$ cat src/rtl/lsu_ctrl.sv
// Load/store unit controller: checks and formats RV32I load/store requests,
// runs one word-bus access per request, and hands back a single response.
module lsu_ctrl #(
    parameter int unsigned TO_CYCLES = 64
) (
    input  logic        clk,
    input  logic        rst,
    input  logic        req_valid,
    output logic        req_ready,
    input  logic        req_we,
    input  logic [2:0]  req_funct3,
    input  logic [31:0] req_addr,
    input  logic [31:0] req_wdata,
    output logic        resp_valid,
    input  logic        resp_ready,
    output logic [31:0] resp_data,
    output logic [1:0]  resp_err,
    output logic        mem_req,
    output logic        mem_we,
    output logic [31:0] mem_addr,
    output logic [3:0]  mem_be,
    output logic [31:0] mem_wdata,
    input  logic        mem_ack,
    input  logic [31:0] mem_rdata
);

    typedef enum logic [1:0] {IDLE, BUS, RESP} state_t;

    localparam logic [1:0] ERR_OK    = 2'b00;
    localparam logic [1:0] ERR_ALIGN = 2'b01;
    localparam logic [1:0] ERR_F3    = 2'b10;
    localparam logic [1:0] ERR_TO    = 2'b11;
    localparam logic [31:0] TO_LAST  = (TO_CYCLES == 0) ? 32'd0 : 32'(TO_CYCLES - 1);
    localparam logic        TO_EN    = (TO_CYCLES != 0);

    state_t      state_reg, state_next;
    logic        we_reg;
    logic [2:0]  funct3_reg;
    logic [31:0] addr_reg;
    logic [31:0] wdata_reg;
    logic [31:0] cnt_reg, cnt_next;
    logic [31:0] resp_data_reg, resp_data_next;
    logic [1:0]  resp_err_reg, resp_err_next;
    logic        latch_req;

    logic        illegal_f3;
    logic        misaligned;
    logic [7:0]  rd_lane [4];
    logic [7:0]  ld_byte;
    logic [15:0] ld_half;
    logic [31:0] load_data;

    // Request checks are made on the live inputs so errors respond one cycle after accept.
    always_comb begin
        if (req_we)
            illegal_f3 = !(req_funct3 inside {3'b000, 3'b001, 3'b010});
        else
            illegal_f3 = !(req_funct3 inside {3'b000, 3'b001, 3'b010, 3'b100, 3'b101});
        misaligned = ((req_funct3[1:0] == 2'b01) && req_addr[0]) ||
                     ((req_funct3 == 3'b010) && (req_addr[1:0] != 2'b00));
    end

    generate
        for (genvar gi = 0; gi < 4; gi++) begin : g_lanes
            assign rd_lane[gi] = mem_rdata[8*gi +: 8];
            // Word stores pass straight through; half and byte stores replicate the low bits.
            assign mem_wdata[8*gi +: 8] = funct3_reg[1] ? wdata_reg[8*gi +: 8] :
                                          funct3_reg[0] ? wdata_reg[8*(gi%2) +: 8] :
                                                          wdata_reg[7:0];
        end
    endgenerate

    always_comb begin
        ld_byte = rd_lane[addr_reg[1:0]];
        ld_half = addr_reg[1] ? mem_rdata[31:16] : mem_rdata[15:0];
        case (funct3_reg)
            3'b000:  load_data = {{24{ld_byte[7]}}, ld_byte};
            3'b100:  load_data = {24'd0, ld_byte};
            3'b001:  load_data = {{16{ld_half[15]}}, ld_half};
            3'b101:  load_data = {16'd0, ld_half};
            default: load_data = mem_rdata;
        endcase
    end

    always_comb begin
        mem_be = 4'b0000;
        if (state_reg == BUS) begin
            if (!we_reg)
                mem_be = 4'b1111;
            else begin
                case (funct3_reg[1:0])
                    2'b00:   mem_be = 4'b0001 << addr_reg[1:0];
                    2'b01:   mem_be = 4'b0011 << addr_reg[1:0];
                    default: mem_be = 4'b1111;
                endcase
            end
        end
    end

    assign req_ready  = (state_reg == IDLE);
    assign resp_valid = (state_reg == RESP);
    assign mem_req    = (state_reg == BUS);
    assign mem_we     = (state_reg == BUS) && we_reg;
    assign mem_addr   = {addr_reg[31:2], 2'b00};
    assign resp_data  = resp_data_reg;
    assign resp_err   = resp_err_reg;

    always_comb begin
        state_next     = state_reg;
        cnt_next       = cnt_reg;
        resp_data_next = resp_data_reg;
        resp_err_next  = resp_err_reg;
        latch_req      = 1'b0;
        case (state_reg)
            IDLE: begin
                if (req_valid) begin
                    latch_req = 1'b1;
                    if (illegal_f3) begin
                        state_next     = RESP;
                        resp_err_next  = ERR_F3;
                        resp_data_next = 32'd0;
                    end else if (misaligned) begin
                        state_next     = RESP;
                        resp_err_next  = ERR_ALIGN;
                        resp_data_next = 32'd0;
                    end else begin
                        state_next = BUS;
                        cnt_next   = 32'd0;
                    end
                end
            end
            BUS: begin
                // An ack on the final wait cycle still completes the access normally.
                if (mem_ack) begin
                    state_next     = RESP;
                    resp_err_next  = ERR_OK;
                    resp_data_next = we_reg ? 32'd0 : load_data;
                end else if (TO_EN && (cnt_reg == TO_LAST)) begin
                    state_next     = RESP;
                    resp_err_next  = ERR_TO;
                    resp_data_next = 32'd0;
                end else begin
                    cnt_next = cnt_reg + 32'd1;
                end
            end
            RESP: begin
                if (resp_ready)
                    state_next = IDLE;
            end
            default: state_next = IDLE;
        endcase
    end

    always_ff @(posedge clk or posedge rst) begin
        if (rst) begin
            state_reg     <= IDLE;
            we_reg        <= 1'b0;
            funct3_reg    <= 3'd0;
            addr_reg      <= 32'd0;
            wdata_reg     <= 32'd0;
            cnt_reg       <= 32'd0;
            resp_data_reg <= 32'd0;
            resp_err_reg  <= ERR_OK;
        end else begin
            state_reg     <= state_next;
            cnt_reg       <= cnt_next;
            resp_data_reg <= resp_data_next;
            resp_err_reg  <= resp_err_next;
            if (latch_req) begin
                we_reg     <= req_we;
                funct3_reg <= req_funct3;
                addr_reg   <= req_addr;
                wdata_reg  <= req_wdata;
            end
        end
    end

endmodule

$ cat config.mk
export PLATFORM = sky130hd
export DESIGN_NAME = lsu_ctrl
export DESIGN_NICKNAME = d
export VERILOG_FILES = /design/src/rtl/lsu_ctrl.sv
export SDC_FILE = /design/constraint.sdc
export NUM_CORES = 1
export LEC_CHECK = 0
export BUFFER_PORTS_ARGS = -buffer_cell sky130_fd_sc_hd__buf_4
export CORE_MARGIN = 4
export CORE_UTILIZATION = 48
export CTS_BUF_LIST = sky130_fd_sc_hd__clkbuf_8
export CTS_CLUSTER_DIAMETER = 80
export DETAILED_ROUTE_END_ITERATION = 10
export GPL_TIMING_DRIVEN = 1
export PLACE_DENSITY = 0.78
export SETUP_SLACK_MARGIN = 0.3
export SYNTH_ARGS = -nofsm -noshare
export SYNTH_HDL_FRONTEND = slang
export SYNTH_SLANG_ARGS = --single-unit
$ cat constraint.sdc
create_clock -name clk -period 4.1 [get_ports clk]
set_input_delay 0.615 -clock clk [delete_from_list [all_inputs] [get_ports clk]]
set_output_delay 0.615 -clock clk [all_outputs]
set_load 0.1 [all_outputs]
==> flow_metrics.tcl <==
set metrics [dict create \
    outcome "finished, final reports clean" \
    synth-xor-area-share 0.0112 \
    class_of_the_most_critical_setup_path "reg -> out" \
    synthDominantCellAreaShare 0.485 \
    synth.cell_area_um2 7020 \
    synth.ff_latch_count 136 \
    ctsHtreeMaxLevel 4 \
    drtAntennaViolNets 0 \
    placement.io_buffers 208 \
    critical_path.max_fanout 19 \
    grt_setup_unrepaired "no" \
    floorplan.initialDensity 0.498 \
    totalWireLength_mm 18.9 \
    timing.fmax_ghz 0.359 \
    post_cts_resize_count 0 \
    syn_to_final_growth_pct 25.1 \
    synth_cells 762 \
    final_nets 1021 \
    die_y_um 129 \
    timing.final.crit_share 0.679 \
    tritoncts_num_sinks 136 \
    clkTransAtPathRegs_ns 0.08 \
    clock_latency_ns 0.46 \
    clock_tree.root_cell "sky130_fd_sc_hd__clkbuf_8" \
    layout-drive-gt1-share 0.310 \
    grt_first_pass_wirelength_mm 30.1 \
    async_reset_ff_frac 1.00 \
    timing.critical_path.to_type "output pin" \
    seq_area_frac_synth 0.485 \
    postCtsSetupRepairBufs 0 \
    final_area_um2 8780 \
    timing.rr.start "cnt_reg[23]" \
    yosys_warnings 0 \
    startpoint "addr_reg[1]" \
    fin_worst_skew_ns 0.0124 \
    fp.coreArea_um2 14100 \
    worst_slew_pin_slew_ns 1.12 \
    placement.cell_area_um2 8400 \
    maxCapViolations 0 \
    simple_gate_share_of_the_synthesized_area 0.234 \
    cts_made_buffers 17 \
    antenna_found_initial 0 \
    fp.dieArea_um2 16600 \
    fin_tns_setup_ns 0 \
    synth_area_leader_cell "sky130_fd_sc_hd__dfrtp_1" \
    grt.overflow.total 0 \
    gp_routability_congestion 0.880 \
    setup.worst_path.start_class "register" \
    n_antenna_cell 0 \
    ys_types 55 \
    worstPathCellList "inv_1 > o21ai_0 > a31oi_1 > nor2_1 > buf_4" \
    critical_path.slowest_cell "sky130_fd_sc_hd__dfrtp_1" \
    clock_tree_from_tritoncts "done" \
    crit_path_max_incr_delay_ns 0.75 \
    drt-vias-per-instance 5.46 \
    finalWorstPathRequiredPeriod_ns 2.78 \
    first_global_vias 5861 \
    hold_viol 0 \
    synth-edff-count 0 \
    ys_top_cells_by_area "sky130_fd_sc_hd__dfrtp_1 48%, sky130_fd_sc_hd__nand2_1 12%, sky130_fd_sc_hd__buf_4 4.5%" \
    post_drt_wl_per_cell_um 17.1 \
    grt_max_degree 137 \
    arrival_ns 2.17 \
    timing.final.setup_violations 0 \
    cts_buffer_depth 2 \
    synth.area.mux_share 0.0620 \
    synth-compound-area-share 0.129 \
    grt_use_total 0.228 \
    timing.critical_path.required_ns 3.48 \
    hold_start "req_wdata[1]" \
    holdBufCountCts 0 \
    report.final.slew_viol_count 0 \
    detailedRoute.firstIterationViolations 594 \
    final_core_occ 0.623 \
    dr_total_vias 6046 \
    synthFlopType "sky130_fd_sc_hd__dfrtp_1" \
    syn-mean-instance-area_um2 9.21 \
    die_w_um 129 \
    timing.max_slew.rel_slack 0.247 \
    floorplan.io_pins 211 \
    fp-row-count 43 \
    detailedPlacementHpwl_mm 13.4 \
    drt_pass1_iterations 5 \
    drc 0 \
    synthAdderAreaFrac 0.00178 \
    timing.hold.worst.class "in -> reg" \
    synth_top_family_by_area "simple AND/OR/NAND/NOR gates" \
]
[worst paths after layout]
check | slack, ns | end | cells after the start
min in group asynchronous | 0.37 | addr_reg[26] | 3
max | 1.32 | mem_be[2] | 5
min reg2reg | 0.47 | wdata_reg[19] | 2
max reg2reg | 1.51 | cnt_reg[5] | 5
min | 0.34 | wdata_reg[1] | 3
max in group asynchronous | 3.17 | funct3_reg[1] | 3
[metrics by stage]
| step | hold WS, ns | std cells | setup WS (ns) |
|---|---|---|---|
| after global routing | 0.321 | 1108 | 1.08 |
| after global placement | 0.452 | 1076 | 1.60 |
| final | 0.344 | 1108 | 1.32 |
| after floorplan | 0.440 | 763 | 0.341 |
| after CTS | 0.320 | 1108 | 1.27 |
| after detailed placement | 0.457 | 1076 | 1.59 |
[cell type report]
type                            count  area [µm²]
Fill cell                        1195        5320
Sequential cell                   136        3400
Multi-Input combinational cell    533        3090
Timing Repair Buffer              216        1630
Clock buffer                       19         262
Tap cell                          180         225
Clock inverter                     13         115
Inverter                           11        45.0
[placed cells by master, fill, tap and decap left out, types with 2 or more instances in the layout]
cell,Yosys,routed
sky130_fd_sc_hd__nand2_1,232,231
sky130_fd_sc_hd__buf_4,42,215
sky130_fd_sc_hd__dfrtp_1,136,135
sky130_fd_sc_hd__o21ai_0,31,31
sky130_fd_sc_hd__nor2_1,25,25
sky130_fd_sc_hd__a22o_1,23,23
sky130_fd_sc_hd__a21oi_1,21,21
sky130_fd_sc_hd__nand3_1,20,20
sky130_fd_sc_hd__mux2_2,20,20
sky130_fd_sc_hd__nand2b_1,19,19
sky130_fd_sc_hd__clkbuf_8,0,19
sky130_fd_sc_hd__inv_1,11,15
sky130_fd_sc_hd__mux2i_1,12,12
sky130_fd_sc_hd__o2bb2ai_1,11,11
sky130_fd_sc_hd__o31ai_1,10,10
sky130_fd_sc_hd__xor2_1,9,9
sky130_fd_sc_hd__nor4_1,7,7
sky130_fd_sc_hd__nand4_1,7,7
sky130_fd_sc_hd__and3_1,7,7
sky130_fd_sc_hd__o22ai_1,7,7
sky130_fd_sc_hd__or3_1,7,7
sky130_fd_sc_hd__or4_1,6,6
sky130_fd_sc_hd__o211ai_1,6,6
sky130_fd_sc_hd__a221o_1,5,5
sky130_fd_sc_hd__or2_2,4,4
sky130_fd_sc_hd__nor2b_1,4,4
sky130_fd_sc_hd__mux4_2,4,4
sky130_fd_sc_hd__a221oi_1,4,4
sky130_fd_sc_hd__clkinv_2,0,4
sky130_fd_sc_hd__and4_1,3,3
sky130_fd_sc_hd__nor3b_2,1,2
sky130_fd_sc_hd__nand2_2,1,2
sky130_fd_sc_hd__nor3_4,2,2
sky130_fd_sc_hd__a21o_1,2,2
sky130_fd_sc_hd__and2_1,2,2
sky130_fd_sc_hd__clkinvlp_4,0,2
sky130_fd_sc_hd__nor3_1,2,2
sky130_fd_sc_hd__conb_1,1,2
sky130_fd_sc_hd__bufinv_16,0,2
[synthesized netlist by cell type, types with 3 or more instances]
cell                        number
sky130_fd_sc_hd__o31ai_1        10
sky130_fd_sc_hd__o211ai_1        6
sky130_fd_sc_hd__a221oi_1        4
sky130_fd_sc_hd__nor2_1         25
sky130_fd_sc_hd__or4_1           6
sky130_fd_sc_hd__mux2i_1        12
sky130_fd_sc_hd__or3_1           7
sky130_fd_sc_hd__inv_1          11
sky130_fd_sc_hd__o22ai_1         7
sky130_fd_sc_hd__and3_1          7
sky130_fd_sc_hd__a22o_1         23
sky130_fd_sc_hd__o2bb2ai_1      11
sky130_fd_sc_hd__nand2_1       232
sky130_fd_sc_hd__xor2_1          9
sky130_fd_sc_hd__mux2_2         20
sky130_fd_sc_hd__nor4_1          7
sky130_fd_sc_hd__buf_2           7
sky130_fd_sc_hd__o21ai_0        31
sky130_fd_sc_hd__dfrtp_1       136
sky130_fd_sc_hd__or2_2           4
sky130_fd_sc_hd__buf_1           6
sky130_fd_sc_hd__clkbuf_1       25
sky130_fd_sc_hd__a221o_1         5
sky130_fd_sc_hd__nand4_1         7
sky130_fd_sc_hd__nand2b_1       19
sky130_fd_sc_hd__nand3_1        20
sky130_fd_sc_hd__and4_1          3
sky130_fd_sc_hd__buf_6           3
sky130_fd_sc_hd__buf_4          42
sky130_fd_sc_hd__mux4_2          4
sky130_fd_sc_hd__nor2b_1         4
sky130_fd_sc_hd__a21oi_1        21
[cells by family after synthesis]
| family | Yosys count |
|---|---|
| buf+inv | 94 |
| other cells | 1 |
| flops | 136 |
| xor+xnor | 9 |
| mux | 36 |
| compound gates | 128 |
| simple gates | 357 |
| fa+ha+maj | 1 |
[critical path: cells and delay by family (launching register included)]
kind	cells	cell delay (ns)
DFF	1	0.75
buffers and inverters	2	0.59
AOI/OAI and AO/OA	2	0.27
and+or+nand+nor	1	0.11
[per-layer routing]
layer,routed length (µm),GRT usage,up-vias
met5,0,0,-
met4,342,0.0679,0
met3,1840,0.0872,21
met2,8750,0.346,248
met1,7980,0.305,2883
li1,-,-,2894
Power is left out: the tool's default activity adds up to more than one toggle a clock period on the data nets, which glitch-free logic cannot reach.
